File: src/rtl/dmem_arbiter_pkg.sv
// Shared definitions for the data-memory arbiter: FSM encodings, lane constants
// and port indices.
package dmem_arbiter_pkg;

    typedef enum logic {
        ST_IDLE   = 1'b0,
        ST_ACCESS = 1'b1
    } state_t;

    localparam logic [3:0] BE_WORD   = 4'b1111;
    localparam int         NUM_PORTS = 2;
    localparam logic       PORT0     = 1'b0;
    localparam logic       PORT1     = 1'b1;

    function automatic logic [2:0] lane_count(input logic [3:0] be);
        lane_count = 3'(be[0]) + 3'(be[1]) + 3'(be[2]) + 3'(be[3]);
    endfunction

endpackage

File: src/rtl/dmem_arbiter_if.sv
// Requester-side req/gnt bus of the data-memory arbiter; master = requester,
// slave = arbiter.
interface dmem_arbiter_if
    import dmem_arbiter_pkg::*;
#(
    parameter int ADDR_W = 10,
    parameter int DATA_W = 32
);
    logic              req;
    logic [ADDR_W-1:0] addr;
    logic [DATA_W-1:0] wdata;
    logic [3:0]        be;
    logic              we;
    logic              gnt;
    logic              rvalid;
    logic [DATA_W-1:0] rdata;
    logic              err;

    modport master (output req, addr, wdata, be, we,
                    input  gnt, rvalid, rdata, err);
    modport slave  (input  req, addr, wdata, be, we,
                    output gnt, rvalid, rdata, err);
endinterface

File: src/rtl/dmem_align_check.sv
// Combinational alignment check of a byte address against its lane enables.
module dmem_align_check
    import dmem_arbiter_pkg::*;
(
    input  logic [1:0] addr_lo,
    input  logic [3:0] be,
    output logic       misaligned
);
    // Zero or one lane is always legal; three lanes is not a natural access size.
    always_comb begin
        misaligned = 1'b0;
        if (be == BE_WORD)
            misaligned = |addr_lo;
        else if (lane_count(be) == 3'd2)
            misaligned = addr_lo[0];
        else if (lane_count(be) == 3'd3)
            misaligned = 1'b1;
    end
endmodule

File: src/rtl/dmem_arbiter.sv
// Two-port req/gnt arbiter in front of the single-port data memory.
// Define ARB_ROUND_ROBIN_EN for round-robin arbitration; default is fixed priority to port 0.
module dmem_arbiter
    import dmem_arbiter_pkg::*;
#(
    parameter int ADDR_W = 10,
    parameter int DATA_W = 32
)(
    input  logic              clk,
    input  logic              rst_n,
    dmem_arbiter_if.slave     p0,
    dmem_arbiter_if.slave     p1,
    output logic [ADDR_W-1:0] mem_addr,
    output logic [DATA_W-1:0] mem_wdata,
    output logic [3:0]        mem_be,
    output logic              mem_we,
    input  logic [DATA_W-1:0] mem_rdata,
    output logic              busy
);
    state_t                                state;
    logic                                  sel_q, mis_q;
    logic [NUM_PORTS-1:0]                  gnt_q, rvalid_q, err_q;
    logic [NUM_PORTS-1:0][DATA_W-1:0]      rdata_q;

    logic                                  win_sel, w_mis, w_we;
    logic [ADDR_W-1:0]                     w_addr;
    logic [DATA_W-1:0]                     w_wdata;
    logic [3:0]                            w_be;

`ifdef ARB_ROUND_ROBIN_EN
    logic last_q;
    // On a conflict the port that did not win last goes next.
    always_comb win_sel = p0.req ? (p1.req ? ~last_q : PORT0) : PORT1;
`else
    always_comb win_sel = p0.req ? PORT0 : PORT1;
`endif

    always_comb begin
        w_addr  = win_sel ? p1.addr  : p0.addr;
        w_wdata = win_sel ? p1.wdata : p0.wdata;
        w_be    = win_sel ? p1.be    : p0.be;
        w_we    = win_sel ? p1.we    : p0.we;
    end

    dmem_align_check u_align (
        .addr_lo    (w_addr[1:0]),
        .be         (w_be),
        .misaligned (w_mis)
    );

    always_ff @(posedge clk or negedge rst_n) begin
        if (!rst_n) begin
            state     <= ST_IDLE;
            sel_q     <= PORT0;
            mis_q     <= 1'b0;
            gnt_q     <= '0;
            rvalid_q  <= '0;
            err_q     <= '0;
            rdata_q   <= '0;
            mem_addr  <= '0;
            mem_wdata <= '0;
            mem_be    <= '0;
            mem_we    <= 1'b0;
            busy      <= 1'b0;
`ifdef ARB_ROUND_ROBIN_EN
            last_q    <= PORT1;
`endif
        end else begin
            gnt_q    <= '0;
            rvalid_q <= '0;
            err_q    <= '0;
            case (state)
                ST_IDLE: if (p0.req || p1.req) begin
                    mem_addr       <= w_addr;
                    mem_wdata      <= w_wdata;
                    mem_be         <= w_be;
                    mem_we         <= w_we & ~w_mis;
                    gnt_q[win_sel] <= 1'b1;
                    sel_q          <= win_sel;
                    mis_q          <= w_mis;
                    busy           <= 1'b1;
                    state          <= ST_ACCESS;
`ifdef ARB_ROUND_ROBIN_EN
                    last_q         <= win_sel;
`endif
                end
                ST_ACCESS: begin
                    // Read data settled at the falling edge; the write lands on this edge.
                    rvalid_q[sel_q] <= 1'b1;
                    err_q[sel_q]    <= mis_q;
                    rdata_q[sel_q]  <= mis_q ? '0 : mem_rdata;
                    mem_we          <= 1'b0;
                    busy            <= 1'b0;
                    state           <= ST_IDLE;
                end
                default: state <= ST_IDLE;
            endcase
        end
    end

    assign p0.gnt    = gnt_q[PORT0];
    assign p0.rvalid = rvalid_q[PORT0];
    assign p0.err    = err_q[PORT0];
    assign p0.rdata  = rdata_q[PORT0];
    assign p1.gnt    = gnt_q[PORT1];
    assign p1.rvalid = rvalid_q[PORT1];
    assign p1.err    = err_q[PORT1];
    assign p1.rdata  = rdata_q[PORT1];

endmodule

File: src/flat_wrapper.sv
// flat-port wrapper written by rule: the top's interface ports become plain ports
module dmem_arbiter_flat import dmem_arbiter_pkg::*;
#(
    parameter int ADDR_W = 10,
    parameter int DATA_W = 32
)
  (clk, rst_n, mem_addr, mem_wdata, mem_be, mem_we, mem_rdata, busy, p0_req, p0_addr, p0_wdata, p0_be, p0_we, p0_gnt, p0_rvalid, p0_rdata, p0_err, p1_req, p1_addr, p1_wdata, p1_be, p1_we, p1_gnt, p1_rvalid, p1_rdata, p1_err);
  dmem_arbiter_if #(.ADDR_W(ADDR_W), .DATA_W(DATA_W)) p0_i ();
  dmem_arbiter_if #(.ADDR_W(ADDR_W), .DATA_W(DATA_W)) p1_i ();
  input  logic clk;
  input  logic rst_n;
  output logic [ADDR_W-1:0] mem_addr;
  output logic [DATA_W-1:0] mem_wdata;
  output logic [3:0] mem_be;
  output logic mem_we;
  input  logic [DATA_W-1:0] mem_rdata;
  output logic busy;
  input wire logic [$bits(p0_i.req)-1:0] p0_req;
  input wire logic [$bits(p0_i.addr)-1:0] p0_addr;
  input wire logic [$bits(p0_i.wdata)-1:0] p0_wdata;
  input wire logic [$bits(p0_i.be)-1:0] p0_be;
  input wire logic [$bits(p0_i.we)-1:0] p0_we;
  output wire logic [$bits(p0_i.gnt)-1:0] p0_gnt;
  output wire logic [$bits(p0_i.rvalid)-1:0] p0_rvalid;
  output wire logic [$bits(p0_i.rdata)-1:0] p0_rdata;
  output wire logic [$bits(p0_i.err)-1:0] p0_err;
  input wire logic [$bits(p1_i.req)-1:0] p1_req;
  input wire logic [$bits(p1_i.addr)-1:0] p1_addr;
  input wire logic [$bits(p1_i.wdata)-1:0] p1_wdata;
  input wire logic [$bits(p1_i.be)-1:0] p1_be;
  input wire logic [$bits(p1_i.we)-1:0] p1_we;
  output wire logic [$bits(p1_i.gnt)-1:0] p1_gnt;
  output wire logic [$bits(p1_i.rvalid)-1:0] p1_rvalid;
  output wire logic [$bits(p1_i.rdata)-1:0] p1_rdata;
  output wire logic [$bits(p1_i.err)-1:0] p1_err;
  assign p0_i.req = p0_req;
  assign p0_i.addr = p0_addr;
  assign p0_i.wdata = p0_wdata;
  assign p0_i.be = p0_be;
  assign p0_i.we = p0_we;
  assign p0_gnt = p0_i.gnt;
  assign p0_rvalid = p0_i.rvalid;
  assign p0_rdata = p0_i.rdata;
  assign p0_err = p0_i.err;
  assign p1_i.req = p1_req;
  assign p1_i.addr = p1_addr;
  assign p1_i.wdata = p1_wdata;
  assign p1_i.be = p1_be;
  assign p1_i.we = p1_we;
  assign p1_gnt = p1_i.gnt;
  assign p1_rvalid = p1_i.rvalid;
  assign p1_rdata = p1_i.rdata;
  assign p1_err = p1_i.err;
  dmem_arbiter #(.ADDR_W(ADDR_W), .DATA_W(DATA_W)) u_core (.clk(clk), .rst_n(rst_n), .p0(p0_i), .p1(p1_i), .mem_addr(mem_addr), .mem_wdata(mem_wdata), .mem_be(mem_be), .mem_we(mem_we), .mem_rdata(mem_rdata), .busy(busy));
endmodule
File: config.mk
export PLATFORM = sky130hd
export DESIGN_NAME = dmem_arbiter_flat
export DESIGN_NICKNAME = d
export VERILOG_FILES = /design/src/rtl/dmem_arbiter_pkg.sv /design/src/rtl/dmem_arbiter_if.sv /design/src/rtl/dmem_align_check.sv /design/src/rtl/dmem_arbiter.sv /design/src/flat_wrapper.sv
export SDC_FILE = /design/constraint.sdc
export NUM_CORES = 1
export LEC_CHECK = 0
export ABC_AREA = 1
export BUFFER_PORTS_ARGS = -buffer_cell sky130_fd_sc_hd__clkbuf_2
export CORE_ASPECT_RATIO = 1.2
export CORE_MARGIN = 1.5
export CORE_UTILIZATION = 47
export CTS_CLUSTER_DIAMETER = 120
export CTS_CLUSTER_SIZE = 10
export DETAILED_ROUTE_END_ITERATION = 16
export GPL_TIMING_DRIVEN = 0
export PLACE_DENSITY = 0.77
export SYNTH_ARGS = -nofsm -noshare
export SYNTH_HDL_FRONTEND = slang
export SYNTH_HIERARCHICAL = 1
export SYNTH_SLANG_ARGS = --single-unit
File: constraint.sdc
create_clock -name clk -period 1.5 [get_ports clk]
set_input_delay 0.3 -clock clk [delete_from_list [all_inputs] [get_ports clk]]
set_output_delay 0.3 -clock clk [all_outputs]
set_load 0.01 [all_outputs]
==> impl_metrics.tcl <==
set metrics [dict create \
    r2r_cells 5 \
    critPathMaxStageDelay_ns 0.46 \
    synthTopCellsByArea "dfrtp_1, nand2_1, inv_1" \
    cts.path.max_buffers 2 \
    synth-seq-cells 121 \
    syn_avg_cell_area_um2 7.54 \
    place.gp.congestion 0.841 \
    worstPathArrival_ns 1.98 \
    clk_pin_slew_ns 0.06 \
    syn_nets 871 \
    path_buf_inv 4 \
    place_ws_ns -0.769 \
    holdWs_ns 0.169 \
    synthesis.area_um2 5560 \
    synth_top_area_share 0.545 \
    die_h_um 122 \
    critPathLaunchType "input pin" \
    critPathCaptureType "flip-flop" \
    max-vdd-ir-drop_mv 0.695 \
    skew_ns 0.0119 \
    ys_warn_count 6 \
    worst-endpoint-required_ns 1.80 \
    finish.utilization 0.673 \
    finalHoldViolCount 0 \
    cts_buffers 17 \
    cp_top_family "adder cells" \
    synth-edff-count 0 \
    violations "setup timing" \
    drc 0 \
    maxSlewViolCount 0 \
    insertion_delay_ns 0.41 \
    wl_um 15000 \
    drtPass1Iterations 6 \
    crit_path_start "p0_req" \
    portBuffers 246 \
    vias 5449 \
    start_util 0.480 \
    synth_seq_area_share 0.545 \
    place_hpwl_um 11000 \
    netlist_instances 737 \
    grt_pass1_wl_um 23900 \
    cts-root-buf "clkbuf_16" \
    reg2reg_from "u_core/sel_q" \
    cts_tree "built" \
    io_pins 248 \
    cap_violations 0 \
    synth.most_common_cell "nand2_1" \
    dieArea_um2 12500 \
    grt.overflow.total 0 \
    rsz0062_at_grt "yes" \
    die_w_um 102 \
    routed_via_density 4.63 \
    wl_per_cell_um 12.7 \
    synth_area_leader_cell "dfrtp_1" \
    min_period_ns 1.68 \
    tightest_slew_ns 0.504 \
    antenna_found_initial 0 \
    ant_nets 0 \
    synth.cells.most_frequent "nand2_1, dfrtp_1, inv_1, nor2_1, o21ai_0" \
    grt_max_degree 102 \
    hp-class "in -> reg" \
    min_path_cells 5 \
    grt_pass1_vias 5098 \
    crit_chain "buf_12 -> buf_8 -> nand2_2 -> nand2_2 -> fa_1 -> ha_2 -> ha_4 -> inv_2 -> nor2_2 -> nand3_1 -> nand2_1 -> inv_2 -> nand3_2 -> nand2_1" \
    core.rowCount 43 \
    p_per_area_nw_per_um2 1620 \
    drive_gt1_frac 0.328 \
    initialDrtViolationCount 173 \
    yosys_most_used_dff "dfrtp_1" \
    fin_ws_ns -0.184 \
    antenna_cells 0 \
    criticalPathCategory "in -> reg" \
    fin_nets 1142 \
    crit_slowest_cell "fa_1" \
    slew_headroom 0.664 \
    hold_start "p1_addr[3]" \
    async_flop_share 1.00 \
    p_leak_nw 4.78 \
    synthToLayoutAreaGrowth_pct 40.1 \
    critical_path_depth 14 \
    setup_viol 2 \
    status "finished with violations" \
    fmax_mhz 594 \
    fp.coreArea_um2 11600 \
    grt.total_usage 0.248 \
    synth_cell_types 22 \
    numClockSinks 121 \
    finalPower_mw 12.6 \
    path_max_fanout 5 \
    cts_max_level 4 \
    fin_crit_sh 1.12 \
]
## path summary, 6_finish.rpt
| kind | endpoint | slack (ns) |
|---|---|---|
| max | u_core/mem_we | -0.18 |
| min | u_core/mem_addr[3] | 0.17 |
| max reg2reg | u_core/p1.rdata[13] | 0.15 |
| min reg2reg | u_core/mem_wdata[16] | 0.48 |
| max in group asynchronous | u_core/rvalid_q[1] | 0.45 |
| min in group asynchronous | u_core/p1.rdata[20] | 0.32 |
## power breakdown
part           switching [mW]  internal, mW  total [mW]
clock network            1.43          3.04        4.46
logic                    2.09          1.37        3.46
registers               0.501          4.18        4.68
total                    4.02          8.58        12.6
## sequential cells by signal, summed over array words and instances, names as in the netlist
signal	cells
u_core/mem_wdata	32
u_core/p0.rdata	32
u_core/p1.rdata	32
u_core/mem_addr	10
u_core/mem_be	4
u_core/err_q	2
u_core/gnt_q	2
u_core/rvalid_q	2
u_core/busy	1
u_core/mem_we	1
u_core/mis_q	1
u_core/sel_q	1
u_core/state	1
## cell usage in the layout (no fill, tap or decap), types with 2 or more instances in the layout
cell          n
nand2_1     441
clkbuf_2    245
dfrtp_1     121
inv_1        37
nor2_1       35
buf_2        20
o21ai_0      20
clkbuf_16    17
o21ai_1      13
buf_4        12
clkbuf_1      8
bufinv_16     5
nand2_2       5
inv_2         4
buf_6         4
clkbuf_8      3
nor2_2        3
nand3_1       3
clkinvlp_4    2
clkinv_2      2
inv_6         2
nand2_4       2
buf_1         2
## layout make-up
| type | instances | area, um2 |
|---|---|---|
| fillers | 1050 | 3780 |
| clock buffers | 21 | 460 |
| flip-flops and latches | 121 | 3030 |
| multi-input cells | 532 | 2170 |
| repair buffers | 253 | 1310 |
| inverters | 42 | 163 |
| plain buffers | 41 | 265 |
| well taps | 157 | 196 |
| clock inverters | 11 | 193 |
## metrics by stage
stage	cell area, um2	instances	TNS, ns
finish	7780	1178	-0.347
global route	7780	1178	-0.478
CTS	7770	1178	-0.423
detailed placement	7050	1141	-1.50
global placement	7010	1140	-210.98
floorplan	5590	737	-1.12
## layer usage
layer  global-route usage  part of all wire
met4               0.0728             0.011
met1                0.299              0.41
met3               0.0711             0.070
met5                    0                 0
met2                0.430              0.51
## worst min-delay path, stage by stage
cell and delay (ns):
clkbuf_2 0.07, nand2_1 0.04, nand2_1 0.05, nand2_1 0.04
nand2_1 0.04
## kinds of logic after synthesis
logic type,Yosys count,share of synthesized area
adder cells (fa/ha/maj),4,0.0104
buffers and inverters,84,0.0738
AND/OR/NAND/NOR,493,0.339
flip-flops,121,0.545
AO/OA/AOI/OAI,35,0.0322
## timing repair
item	CTS	global route
hold endpoints to repair	20	0
gates resized for setup	10	4
cloned	1	0
endpoints found under the setup margin	2	2
setup buffers	4	0
pin swaps	8	6
hold buffers	1	0
No activity file was read; power rests on OpenSTA's default activity.
